File: config.mk
export PLATFORM = sky130hd
export DESIGN_NAME = crossbar_rr
export DESIGN_NICKNAME = d
export VERILOG_FILES = /design/src/rtl/crossbar_rr.sv
export SDC_FILE = /design/constraint.sdc
export NUM_CORES = 1
export LEC_CHECK = 0
export BUFFER_PORTS_ARGS = -buffer_cell sky130_fd_sc_hd__buf_4
export CORE_MARGIN = 2
export CORE_UTILIZATION = 41
export CTS_CLUSTER_SIZE = 20
export DETAILED_ROUTE_END_ITERATION = 6
export PLACE_DENSITY = 0.71
export RECOVER_POWER = 100
export SYNTH_ARGS = -nofsm -noshare
export SYNTH_HDL_FRONTEND = slang
export SYNTH_SLANG_ARGS = --single-unit
File: constraint.sdc
create_clock -name clk -period 1.3 [get_ports clk]
set_clock_uncertainty 0.15 [all_clocks]
set_input_delay 0.13 -clock clk [delete_from_list [all_inputs] [get_ports clk]]
set_output_delay 0.13 -clock clk [all_outputs]
set_load 0.005 [all_outputs]
File: src/rtl/crossbar_rr.sv
`default_nettype none
// ============================================================================
// Module   : crossbar_rr
// Purpose  : N_SRC x N_DST valid/ready crossbar. Each source beat carries a
//            destination index. Each destination has its own arbiter and a
//            one-entry output register, giving 1 cycle of latency and
//            1 beat/cycle per destination.
//            Beats whose destination index is >= N_DST are accepted and
//            discarded, and drop pulses for one cycle afterwards.
// Options  : CROSSBAR_FIXED_PRIO_EN defined -> fixed priority arbitration
//            (lowest source index wins) and no pointer registers.
//            Undefined (default)           -> round-robin arbitration.
// Revision : 1.0 - initial release
// ============================================================================
module crossbar_rr #(
    parameter int WIDTH = 8,
    parameter int N_SRC = 2,
    parameter int N_DST = 2,
    localparam int DW = $clog2(N_DST),
    localparam int SW = $clog2(N_SRC)
) (
    input  logic                   clk,
    input  logic                   rst,
    input  logic [N_SRC-1:0]       s_val,
    input  logic [N_SRC*DW-1:0]    s_dst,
    input  logic [N_SRC*WIDTH-1:0] s_data,
    output logic [N_SRC-1:0]       s_rdy,
    output logic [N_DST-1:0]       m_val,
    output logic [N_DST*SW-1:0]    m_src,
    output logic [N_DST*WIDTH-1:0] m_data,
    input  logic [N_DST-1:0]       m_rdy,
    output logic                   drop
);

    logic [N_SRC-1:0] w_bad;            // valid beat addressed to a missing destination
    logic [N_DST-1:0] w_found;          // destination has at least one requester
    logic [N_DST-1:0] w_load;           // destination slot loads this cycle
    logic [SW-1:0]    w_win  [N_DST];   // arbitration winner per destination
    logic [SW-1:0]    w_base [N_DST];   // source index where the search starts

`ifdef CROSSBAR_FIXED_PRIO_EN
    // Fixed priority: every search starts at source 0.
    always_comb begin
        for (int d = 0; d < N_DST; d++) begin
            w_base[d] = '0;
        end
    end
`else
    logic [SW-1:0] r_ptr [N_DST];

    // Round-robin pointer: advances past the source that just transferred.
    always_ff @(posedge clk) begin
        if (rst) begin
            for (int d = 0; d < N_DST; d++) begin
                r_ptr[d] <= '0;
            end
        end else begin
            for (int d = 0; d < N_DST; d++) begin
                if (w_load[d]) begin
                    r_ptr[d] <= (int'(w_win[d]) == N_SRC - 1) ? '0 : SW'(w_win[d] + 1'b1);
                end
            end
        end
    end

    always_comb begin
        for (int d = 0; d < N_DST; d++) begin
            w_base[d] = r_ptr[d];
        end
    end
`endif

    // Flag valid beats whose destination index does not exist.
    always_comb begin
        for (int i = 0; i < N_SRC; i++) begin
            w_bad[i] = s_val[i] && (int'(s_dst[i*DW +: DW]) >= N_DST);
        end
    end

    // Per-destination arbiter: first requester found from the base, wrapping.
    always_comb begin
        int  idx;
        logic found;
        idx   = 0;
        found = 1'b0;
        for (int d = 0; d < N_DST; d++) begin
            found    = 1'b0;
            w_win[d] = '0;
            for (int k = 0; k < N_SRC; k++) begin
                idx = int'(w_base[d]) + k;
                if (idx >= N_SRC) begin
                    idx = idx - N_SRC;
                end
                if (!found && s_val[idx] && !w_bad[idx] &&
                    (int'(s_dst[idx*DW +: DW]) == d)) begin
                    found    = 1'b1;
                    w_win[d] = SW'(idx);
                end
            end
            w_found[d] = found;
            // The slot is free when empty or being drained this cycle.
            w_load[d]  = found && (!m_val[d] || m_rdy[d]) && !rst;
        end
    end

    // Source ready: winner of a loading destination, or a discarded beat.
    always_comb begin
        s_rdy = '0;
        for (int i = 0; i < N_SRC; i++) begin
            s_rdy[i] = w_bad[i];
            for (int d = 0; d < N_DST; d++) begin
                if (w_load[d] && (int'(w_win[d]) == i)) begin
                    s_rdy[i] = 1'b1;
                end
            end
        end
        if (rst) begin
            s_rdy = '0;
        end
    end

    // Output slots and the discard pulse.
    always_ff @(posedge clk) begin
        if (rst) begin
            m_val  <= '0;
            m_src  <= '0;
            m_data <= '0;
            drop   <= 1'b0;
        end else begin
            for (int d = 0; d < N_DST; d++) begin
                if (w_load[d]) begin
                    m_val[d]                 <= 1'b1;
                    m_src[d*SW +: SW]        <= w_win[d];
                    m_data[d*WIDTH +: WIDTH] <= s_data[int'(w_win[d])*WIDTH +: WIDTH];
                end else if (m_rdy[d]) begin
                    m_val[d] <= 1'b0;
                end
            end
            drop <= |w_bad;
        end
    end

endmodule
`default_nettype wire

Word-level counts from Yosys, hierarchy flattened --
Memory sizes are Yosys's and may differ from the RTL's. Index checks and enable logic that the tools add are counted.
Storage, ports and cells: RAM bits 2, input port bits 24, memories kept 1, flip-flop bits (word level) 20, logic and storage cells 119
Memory list:
- r_ptr | words 2, bits a word 1, rd ports 2, clocked after memory_dff 0, wr ports 2, RTL line 49 | logic [SW-1:0] r_ptr [N_DST];
Operators by class: bitwise operators 6, reductions and logical operators 31, muxes and demuxes 53, order comparisons 8, $add $sub $neg 8, shift-type cells 6
Operators with widths (count):
- 32-bit by 3-bit < comparator with 1-bit output (second input constant) | 4
- 32-bit 2-to-1 mux | 4
- 2-bit by 32-bit indexed part select with 1-bit output | 4
- 1-bit 2-to-1 mux | 48
- 16-bit by 5-bit indexed part select with 8-bit output | 2
- 1-bit logical AND | 18
- 1-bit logical NOT | 9
- 1-bit by 2-bit subtractor with 3-bit output (second input constant) | 2
- 2-bit by 2-bit subtractor with 3-bit output (second input constant) | 2
- 1-bit by 1-bit adder with 2-bit output (second input constant) | 2
- 1-bit by 2-bit >= comparator with 1-bit output (second input constant) | 2
- 2-bit >= comparator (second input constant) | 2
- 1-bit NOT | 4
- 2-bit nonzero test | 2
- 1-bit adder (second input constant) | 2
- 1-bit logical OR | 2
- 2-bit 2-to-1 mux | 1
- 1-bit bitwise OR | 2

Depth between registers and ports, before layout --
Gate-level depths: netlist of run 1. An unclocked memory read counts as a cell.
word-level depth 21, depth in mapped cells 5, mapped depth without buffers 4

Worst setup path after synthesis of run 1 --
No wires, ideal clock.
kind reg-to-reg, start point register m_val[1], end point memory r_ptr[0][1] (netlist bit), enable pin, stages on the path, launching flop included 5, buffers on the path 1, arrival 0.967 ns, setup slack -0.066 ns, library setup time 0.249 ns, path through dfxtp_1 nand2b_1 a21boi_2 buf_2 or2_2
RTL lines:
- start, declared | RTL line 28 | output logic [N_DST-1:0] m_val,
- start signal, assigned | RTL line 125 | m_val <= '0;
- start signal, assigned by index | RTL line 132 | m_val[d] <= 1'b1;
- start signal, assigned by index | RTL line 136 | m_val[d] <= 1'b0;
- end, declared | RTL line 49

Worst setup path after layout of run 1 --
start point register m_val[1], end point output port s_rdy[0]
On the way: word-level cells in the longest chain between the ends 7
RTL lines:
- 1-bit logical NOT | RTL line 102 | w_load[d] = found && (!m_val[d] || m_rdy[d]) && !rst;
- 1-bit logical OR | RTL line 102
- 1-bit logical AND (2 in series) | RTL line 102
- 1-bit logical AND | RTL line 112 | if (w_load[d] && (int'(w_win[d]) == i)) begin
- 1-bit 2-to-1 mux | RTL line 112
- 2-bit 2-to-1 mux | RTL line 117 | if (rst) begin
- end, declared | RTL line 27 | output logic [N_SRC-1:0] s_rdy,
Every way passes these cells.

==> impl_metrics.json, run 1 <==
{
  "grt_usage_pct": 26.8,
  "gr-total-overflow": 0,
  "yosys_warnings": 0,
  "worstReg2RegEnd": "r_ptr[0][0]$_SDFFCE_PP0P_",
  "violations": "negative hold slack, negative setup slack",
  "status": "complete, but fails checks",
  "synth-xor-area-share_pct": 0,
  "clock_path_buffers": 2,
  "async_flop_share_pct": 0,
  "cts_sinks": 22,
  "synth_fa_ha_area_share_pct": 0,
  "synth_common_cells": "nand2_1 (36), dfxtp_1 (20), nor2_1 (19), a311oi_1 (16), nand2b_1 (5)",
  "die_w_um": 53.9,
  "crit_fanout": 3,
  "hold_end": "m_val[0]$_SDFFE_PP0P_",
  "r2r_slack_ps": -280,
  "intPower_mw": 1.28,
  "syn_area_um2": 1020,
  "hold_path_class": "input pin to flop",
  "crit_type": "flop to output port",
  "p_seq_share_pct": 44.1,
  "viasPerCell": 5.29,
  "synth_top_family_by_area": "simple AND/OR/NAND/NOR gates",
  "worstHoldStart": "m_rdy[0]",
  "yosysTopAreaCell": "dfxtp_1",
  "p_per_area_nw_per_um2": 918,
  "synth_area_leaders": "dfxtp_1 (39%), a311oi_1 (14%), nand2_1 (13%), nor2_1 (7.0%), edfxtp_1 (5.9%)",
  "n_antenna_cell": 0,
  "worstHoldPathCells": 3,
  "place_hpwl_um": 1980,
  "finalSetupViolCount": 24,
  "grt_pass1_wl_um": 5510,
  "clk_latency_ps": 310,
  "max_freq_mhz": 576,
  "ys_types": 23,
  "dieArea_um2": 2910,
  "cts-htree-levels": 1,
  "final-instance-count-excl-fill": 244,
  "postSynthAreaPerCell_um2": 8.05,
  "clkPwrFrac_pct": 22.0,
  "die_h_um": 53.9,
  "drcViolationCount": 0,
  "nets": 239,
  "cts_tree": "built",
  "rr_worst_depth": 6,
  "rows": 18,
  "leakage_nw": 0.892,
  "place_inst": 207,
  "portBuffers": 45,
  "grt_pass1_vias": 1202,
  "maxCapViolCount": 0,
  "ys_seq_area_share_pct": 45.0,
  "vias": 1291,
  "synth_compound_gate_area_share_pct": 22.5,
  "required_ps": 1020,
  "final-hold-violation-count": 1,
  "grt_max_degree": 27,
  "wl_um": 3750,
  "crit_path_end_kind": "output port",
  "cts_hold_buf": 16,
  "clk_pin_slew_ps": 120,
  "switching_power_mw": 0.507,
  "synth-edff-count": 2,
  "switching_share_pct": 28.4,
  "rsz0062_at_grt": "yes",
  "drtIter0Drc": 22,
  "netlist.area_leader.share_pct": 39.2,
  "period_minus_slack_ps": 1730,
  "wl_per_cell_um": 15.4,
  "vdd_drop_max_v": 0.000808,
  "cts_root_buffer": "clkbuf_4",
  "antenna_found_initial": 0,
  "cts_buffers": 3,
  "ant_nets": 0,
  "synth.mux.area_fraction_pct": 0,
  "initial_core_util_pct": 42.4,
  "io_pins": 47,
  "synth_fp_nets": 151,
  "synthSimpleGateAreaFrac_pct": 26.8,
  "period_share_pct": 133,
  "core_area_um2": 2410,
  "p_comb_share_pct": 33.9,
  "r2r-start": "m_val[0]$_SDFFE_PP0P_",
  "syn2layout_area_growth_pct": 90.7,
  "drive_above_1_share_pct": 44.4,
  "ys_ff_latch": 22,
  "startpoint_type": "flop",
  "globalplace.congestion": 0.815,
  "synth.most_common_cell": "nand2_1",
  "drv_slew": 0,
  "synth_flop_cell": "dfxtp_1",
  "timing.hold.ws_ps": -38.0,
  "worst_slack_ps": -435,
  "synth_cells": 127,
  "arrival_ps": 1450,
  "drt_pass1_iterations": 4
}
[how the worst max path moves through the flow]
| stage | cells after the start | startpoint | slack (ps) | end |
|---|---|---|---|---|
| 6_report | 6 | m_val[1]$_SDFFE_PP0P_ | -430 | s_rdy[0] |
| 5_1_grt | 6 | m_val[0]$_SDFFE_PP0P_ | -490 | s_rdy[0] |
| 4_1_cts | 6 | m_val[1]$_SDFFE_PP0P_ | -350 | s_rdy[0] |
| 3_5_place_dp | 7 | s_dst[1] | -120 | m_data[3]$_SDFFE_PP0P_ |
| 3_3_place_gp | 7 | s_val[1] | -110 | s_rdy[0] |
| 2_1_floorplan | 5 | m_val[1]$_SDFFE_PP0P_ | 30 | r_ptr[0][0]$_SDFFCE_PP0P_ |
[state kept, by name, indices dropped and copies added (netlist names)]
signal  flops
r_ptr       2
m_data     16
m_val       2
m_src       2
[timing repair]
| action | 4_1_cts | 5_1_grt |
|---|---|---|
| gates cloned | 1 | 0 |
| pin swaps | 11 | 8 |
| hold endpoints to repair | 17 | 1 |
| resized for setup | 22 | 7 |
| endpoints found under the setup margin | 21 | 24 |
| setup buffers | 16 | 1 |
[through the flow]
step	worst slack (ps)	setup TNS (ps)	power (mW)	instance area [um^2]	utilization, %
after floorplan	26.2	0	0.983	1030	-
after global placement	-109	-1320	1.19	1470	61.1
after detailed placement	-125	-1650	1.20	1470	61.1
after CTS	-346	-4200	1.75	1920	79.6
after global routing	-486	-6320	1.86	1950	80.9
final	-435	-4790	1.79	1950	80.9
[worst max-delay path, stage by stage (launching register included)]
cell      delay [ps]
dfxtp_2          340
nand2b_1          90
a21boi_4         220
buf_6            120
a22oi_2           70
nor2_1           160
buf_4            140
[layout by cell type, fill, tap and decap left out, drive strengths merged]
cell,Yosys,final
a21boi,1,1
buf,7,77
nor3,2,2
nor2,19,19
o21a,2,2
nor2b,1,1
o21ai,1,1
nand2,36,36
a31oi,1,1
dlygate4sd3,0,16
clkbuf,3,4
or2,2,2
and2b,1,1
conb,1,1
o21ba,1,1
a21oi,4,4
a22oi,1,1
edfxtp,2,2
nand2b,5,5
dfxtp,20,20
o21bai,1,1
a311oi,16,16
[cell families (layout without fill, tap and decap cells)]
logic type | Yosys count | count (layout)
and+or+nand+nor | 66 | 66
AOI/OAI and AO/OA | 28 | 28
DFF | 22 | 22
buffers and inverters | 10 | 97
other | 1 | 1
[power groups by stage]
stage,clock [mW],sequential [mW],combinational [mW]
detailed placement,0,0.797,0.400
CTS,0.388,0.786,0.577
global placement,0,0.794,0.394
global route,0.419,0.795,0.650
floorplan,0,0.798,0.184
finish,0.394,0.788,0.607
[layer usage]
layer | track usage (%) | vias to the layer above | wire, um
met5 | 0 | - | 0
met4 | 13.2 | 0 | 109
met3 | 5.28 | 13 | 196
met2 | 47.0 | 50 | 1950
met1 | 30.7 | 612 | 1500
li1 | - | 616 | -
[cell type report]
cell class	count	area, um^2
timing repair buffer	93	848
multi-input combinational	95	564
sequential	22	463
fill	147	460
tap	30	37.5
clock buffer	4	36.3
Power figures use the tool's default switching activity.
==> run 2: changes to the inputs <==
- TNS_END_PERCENT: unset -> 50
==> run 2 against run 1 <==
Against the previous run:
- the flow still finishes with violations (negative hold slack, negative setup slack)
- design area down 4.1%
- routed wire length decreased by 11%
- via count shrank 5.0%
- global-route usage fell by 1.0 points
- setup slack better by 99 ps
- sequential share of layout area rose by 0.95 points
- critical path depth stayed put
- largest cell class unchanged
- highest routed layer unchanged
==> impl_metrics.json, run 2 (synthesized netlist as in run 1, its figures left out) <==
{
  "grt_usage_pct": 25.7,
  "clock_path_buffers": 2,
  "violations": "negative hold slack, negative setup slack",
  "multi_input_area_um2": 577,
  "grt_pass1_vias": 1181,
  "p_per_area_nw_per_um2": 917,
  "die_h_um": 53.9,
  "drcViolationCount": 0,
  "cts_buffers": 3,
  "fillers": 164,
  "drv_slew": 0,
  "io_pins": 47,
  "grt_pass1_wl_um": 5380,
  "r2r-start": "m_val[1]$_SDFFE_PP0P_",
  "final-hold-violation-count": 1,
  "portBuffers": 45,
  "n_antenna_cell": 0,
  "nets": 233,
  "required_ps": 1020,
  "globalplace.congestion": 0.815,
  "place_inst": 207,
  "grt_max_degree": 27,
  "worstReg2RegEnd": "m_data[12]$_SDFFE_PP0P_",
  "wl_um": 3350,
  "worst_slack_ps": -335,
  "rr_worst_depth": 7,
  "crit_fanout": 3,
  "cts_tree": "built",
  "final_cell_mix": "buf_4 (41), nand2_1 (34), clkbuf_4 (20)",
  "design_area_um2": 1870,
  "crit_path_end_kind": "output port",
  "hold_path_class": "input pin to flop",
  "finalSetupViolCount": 24,
  "final-instance-count-excl-fill": 238,
  "syn2layout_area_growth_pct": 82.9,
  "cts-htree-levels": 1,
  "maxCapViolCount": 0,
  "period_minus_slack_ps": 1640,
  "die_w_um": 53.9,
  "worstHoldPathCells": 3,
  "timing.hold.ws_ps": -25.9,
  "hold_end": "m_val[0]$_SDFFE_PP0P_",
  "place_hpwl_um": 1980,
  "final_common_cell": "buf_4",
  "seqCellArea_um2": 462,
  "wl_per_cell_um": 14.1,
  "r2r_slack_ps": -240,
  "gr-total-overflow": 0,
  "crit_type": "flop to output port",
  "vias": 1227,
  "met3_wirelength_um": 176,
  "drive_above_1_share_pct": 41.8,
  "cts_sinks": 22,
  "route.met2.wl_um": 1770,
  "viasPerCell": 5.16,
  "clk_latency_ps": 310,
  "vdd_drop_max_v": 0.000870,
  "placed_area_um2": 1470,
  "wl_met1_um": 1340,
  "drt_pass1_iterations": 4,
  "dieArea_um2": 2910,
  "antenna_found_initial": 0,
  "period_share_pct": 126,
  "cts_hold_buf": 16,
  "clk_pin_slew_ps": 120,
  "cts_root_buffer": "clkbuf_4",
  "arrival_ps": 1360,
  "max_freq_mhz": 611,
  "drtIter0Drc": 16,
  "highest_layer": "met4",
  "core_area_um2": 2410,
  "ant_nets": 0,
  "initial_core_util_pct": 42.4,
  "rsz0062_at_grt": "yes",
  "rows": 18,
  "top_register": "m_data",
  "leakage_nw": 0.838,
  "startpoint_type": "flop",
  "dp_slack_ps": -125,
  "worstHoldStart": "m_rdy[0]",
  "status": "complete, but fails checks",
  "largest_reg_flops": 16
}
==> run 2: stage by stage <==
step	power, mW	utilization [%]	setup TNS (ps)
6_report	1.71	77.6	-3760
5_1_grt	1.80	77.6	-5460
4_1_cts	1.70	76.5	-3830
3_5_place_dp	1.20	61.1	-1650
3_3_place_gp	1.19	61.1	-1320
2_1_floorplan	0.983	-	0
==> run 2: per-layer routing <==
metal  global-route usage [%]  up-vias
met2                     46.5       42
li1                         -      603
met5                        0        -
met1                     29.2      572
met3                     5.28       10
met4                     10.3        0
==> run 2: worst max path at each step <==
stage | depth (start not counted) | to | slack [ps] | start
after floorplan | 5 | r_ptr[0][0]$_SDFFCE_PP0P_ | 30 | m_val[1]$_SDFFE_PP0P_
after global placement | 7 | s_rdy[0] | -110 | s_val[1]
after detailed placement | 7 | m_data[3]$_SDFFE_PP0P_ | -120 | s_dst[1]
after CTS | 6 | s_rdy[0] | -350 | m_val[1]$_SDFFE_PP0P_
after global routing | 6 | s_rdy[0] | -410 | m_val[1]$_SDFFE_PP0P_
final | 6 | s_rdy[0] | -340 | m_val[1]$_SDFFE_PP0P_
==> run 2: critical path: stages (launching register included) <==
cell,delay (ps)
dfxtp_2,340
nand2b_1,90
a21boi_4,220
buf_6,120
a22oi_2,60
nor2_1,100
buf_4,120
==> run 2: final cells by class <==
class,count,area share [%]
Timing Repair Buffer,87,40.5
Sequential cell,22,24.7
Tap cell,30,2.01
Multi-Input combinational cell,95,30.9
Clock buffer,4,1.94
==> run 2: repair_timing <==
item / 4_1_cts / 5_1_grt
endpoints found under the hold margin: 17 / 1
setup buffers: 12 / 2
resized for setup: 16 / 11
pin swaps: 10 / 6
setup endpoints to repair: 21 / 24
gates cloned: 0 / 0
==> run 2: power breakdown <==
part	internal, mW	switching, mW	total (mW)
logic	0.321	0.231	0.551
clock network	0.171	0.208	0.379
registers	0.748	0.0354	0.784
total	1.24	0.474	1.71
==> run 3: changes to the inputs <==
==> constraint.sdc (replaced) <==
create_clock -name clk -period 1.3 [get_ports clk]
set_clock_uncertainty 0.15 [all_clocks]
set_input_delay 0.26 -clock clk [delete_from_list [all_inputs] [get_ports clk]]
set_output_delay 0.26 -clock clk [all_outputs]
set_load 0.005 [all_outputs]
==> run 3 against run 2 <==
Against the previous run:
- the flow finishes with violations (negative setup slack)
- sequential cell count is the same
- maximum frequency shrank 3.1%
- final cell count shrank 10%
- global-route usage shrank 4.3 points
- combinational power shrank 13%
- sequential share of layout area grew 3.6 points
- critical path type unchanged
==> impl_metrics.json, run 3 (synthesized netlist as in run 1, its figures left out) <==
{
  "drcViolationCount": 0,
  "crit_path_end_kind": "output port",
  "max_freq_mhz": 593,
  "hold_end": "m_val[1]$_SDFFE_PP0P_",
  "timing.hold.ws_ps": 59.7,
  "rr_worst_depth": 6,
  "worstHoldPathCells": 2,
  "drv_slew": 0,
  "nets": 209,
  "globalplace.congestion": 0.785,
  "dp_slack_ps": -296,
  "period_share_pct": 130,
  "syn2layout_area_growth_pct": 59.6,
  "required_ps": 890,
  "crit_fanout": 3,
  "hold_path_class": "input pin to flop",
  "cts_buffers": 3,
  "die_h_um": 53.9,
  "cts_hold_buf": 0,
  "status": "complete, but fails checks",
  "p_per_area_nw_per_um2": 970,
  "grt_pass1_vias": 1011,
  "crit_start": "m_val[1]$_SDFFE_PP0P_",
  "rows": 18,
  "cts-htree-levels": 1,
  "clock_path_buffers": 2,
  "r2r_slack_ps": -260,
  "wl_um": 2940,
  "worstHoldStart": "rst",
  "core_area_um2": 2410,
  "vias": 1108,
  "leakage_nw": 0.726,
  "design_area_um2": 1630,
  "cts_tree": "built",
  "gr-total-overflow": 0,
  "period_minus_slack_ps": 1690,
  "grt_max_degree": 15,
  "placed_area_um2": 1460,
  "top_register": "m_data",
  "r2r-start": "m_val[1]$_SDFFE_PP0P_",
  "drive_above_1_share_pct": 45.7,
  "worstReg2RegEnd": "m_data[12]$_SDFFE_PP0P_",
  "cts_root_buffer": "clkbuf_4",
  "final-hold-violation-count": 0,
  "worst_slack_ps": -388,
  "antenna_found_initial": 0,
  "power.total_mw": 1.58,
  "largest_reg_flops": 16,
  "dieArea_um2": 2910,
  "initial_core_util_pct": 42.4,
  "io_pins": 47,
  "n_antenna_cell": 0,
  "grt_usage_pct": 21.4,
  "grt_pass1_wl_um": 4530,
  "rsz0062_at_grt": "yes",
  "ant_nets": 0,
  "die_w_um": 53.9,
  "cts_sinks": 22,
  "setup_tns_ps": -2630,
  "portBuffers": 45,
  "maxCapViolCount": 0,
  "startpoint_type": "flop",
  "finalSetupViolCount": 18,
  "final_common_cell": "buf_4",
  "vdd_drop_max_v": 0.000563,
  "arrival_ps": 1280,
  "clk_pin_slew_ps": 130,
  "wl_per_cell_um": 13.7,
  "fillers": 214,
  "violations": "negative setup slack",
  "final_core_util_pct": 67.7,
  "final_cell_mix": "buf_4 (38), nand2_1 (34), clkbuf_4 (21)",
  "drt_pass1_iterations": 4,
  "place_hpwl_um": 1990,
  "drtIter0Drc": 9,
  "crit_type": "flop to output port",
  "final-instance-count-excl-fill": 214,
  "place_inst": 206,
  "viasPerCell": 5.18,
  "clk_latency_ps": 310
}
[run 3: worst max-delay path by stage]
stage,slack [ps],depth (start not counted),endpoint
6_report,-390,5,s_rdy[1]
4_1_cts,-390,5,s_rdy[1]
5_1_grt,-470,5,s_rdy[1]
2_1_floorplan,-110,4,r_ptr[0][0]$_SDFFCE_PP0P_
3_3_place_gp,-250,5,r_ptr[0][0]$_SDFFCE_PP0P_
3_5_place_dp,-300,6,m_data[5]$_SDFFE_PP0P_
[run 3: worst max-delay path, stage by stage, from the launching register on]
cell	delay [ps]
dfxtp_2	340
nand2b_1	90
a21boi_4	220
nand2_2	90
a21oi_2	110
buf_4	110
[run 3: area by class of cell]
type / count / area (um^2) / area share, %
Sequential cell: 22 / 462 / 28.3
Clock inverter: 1 / 3.75 / 0.230
Timing Repair Buffer: 63 / 517 / 31.7
Tap cell: 30 / 37.5 / 2.30
Clock buffer: 3 / 22.5 / 1.38
Multi-Input combinational cell: 95 / 589 / 36.1
[run 3: routing by layer]
metal	vias up	global-route usage, %	share of wire (%)
li1	553	-	-
met1	516	27.7	45
met2	35	37.8	48
met3	4	2.50	5.3
met4	0	5.13	1.4
met5	-	0	0
[run 3: what timing repair did]
action                     in CTS  in global routing
pin swaps                       7                  7
cloned                          1                  0
resized for setup              12                  9
setup buffers                   3                  1
setup endpoints to repair      22                 24
[run 3: power by group]
part	switching (mW)	internal, mW
sequential	0.0319	0.748
combinational	0.212	0.267
clock	0.211	0.112
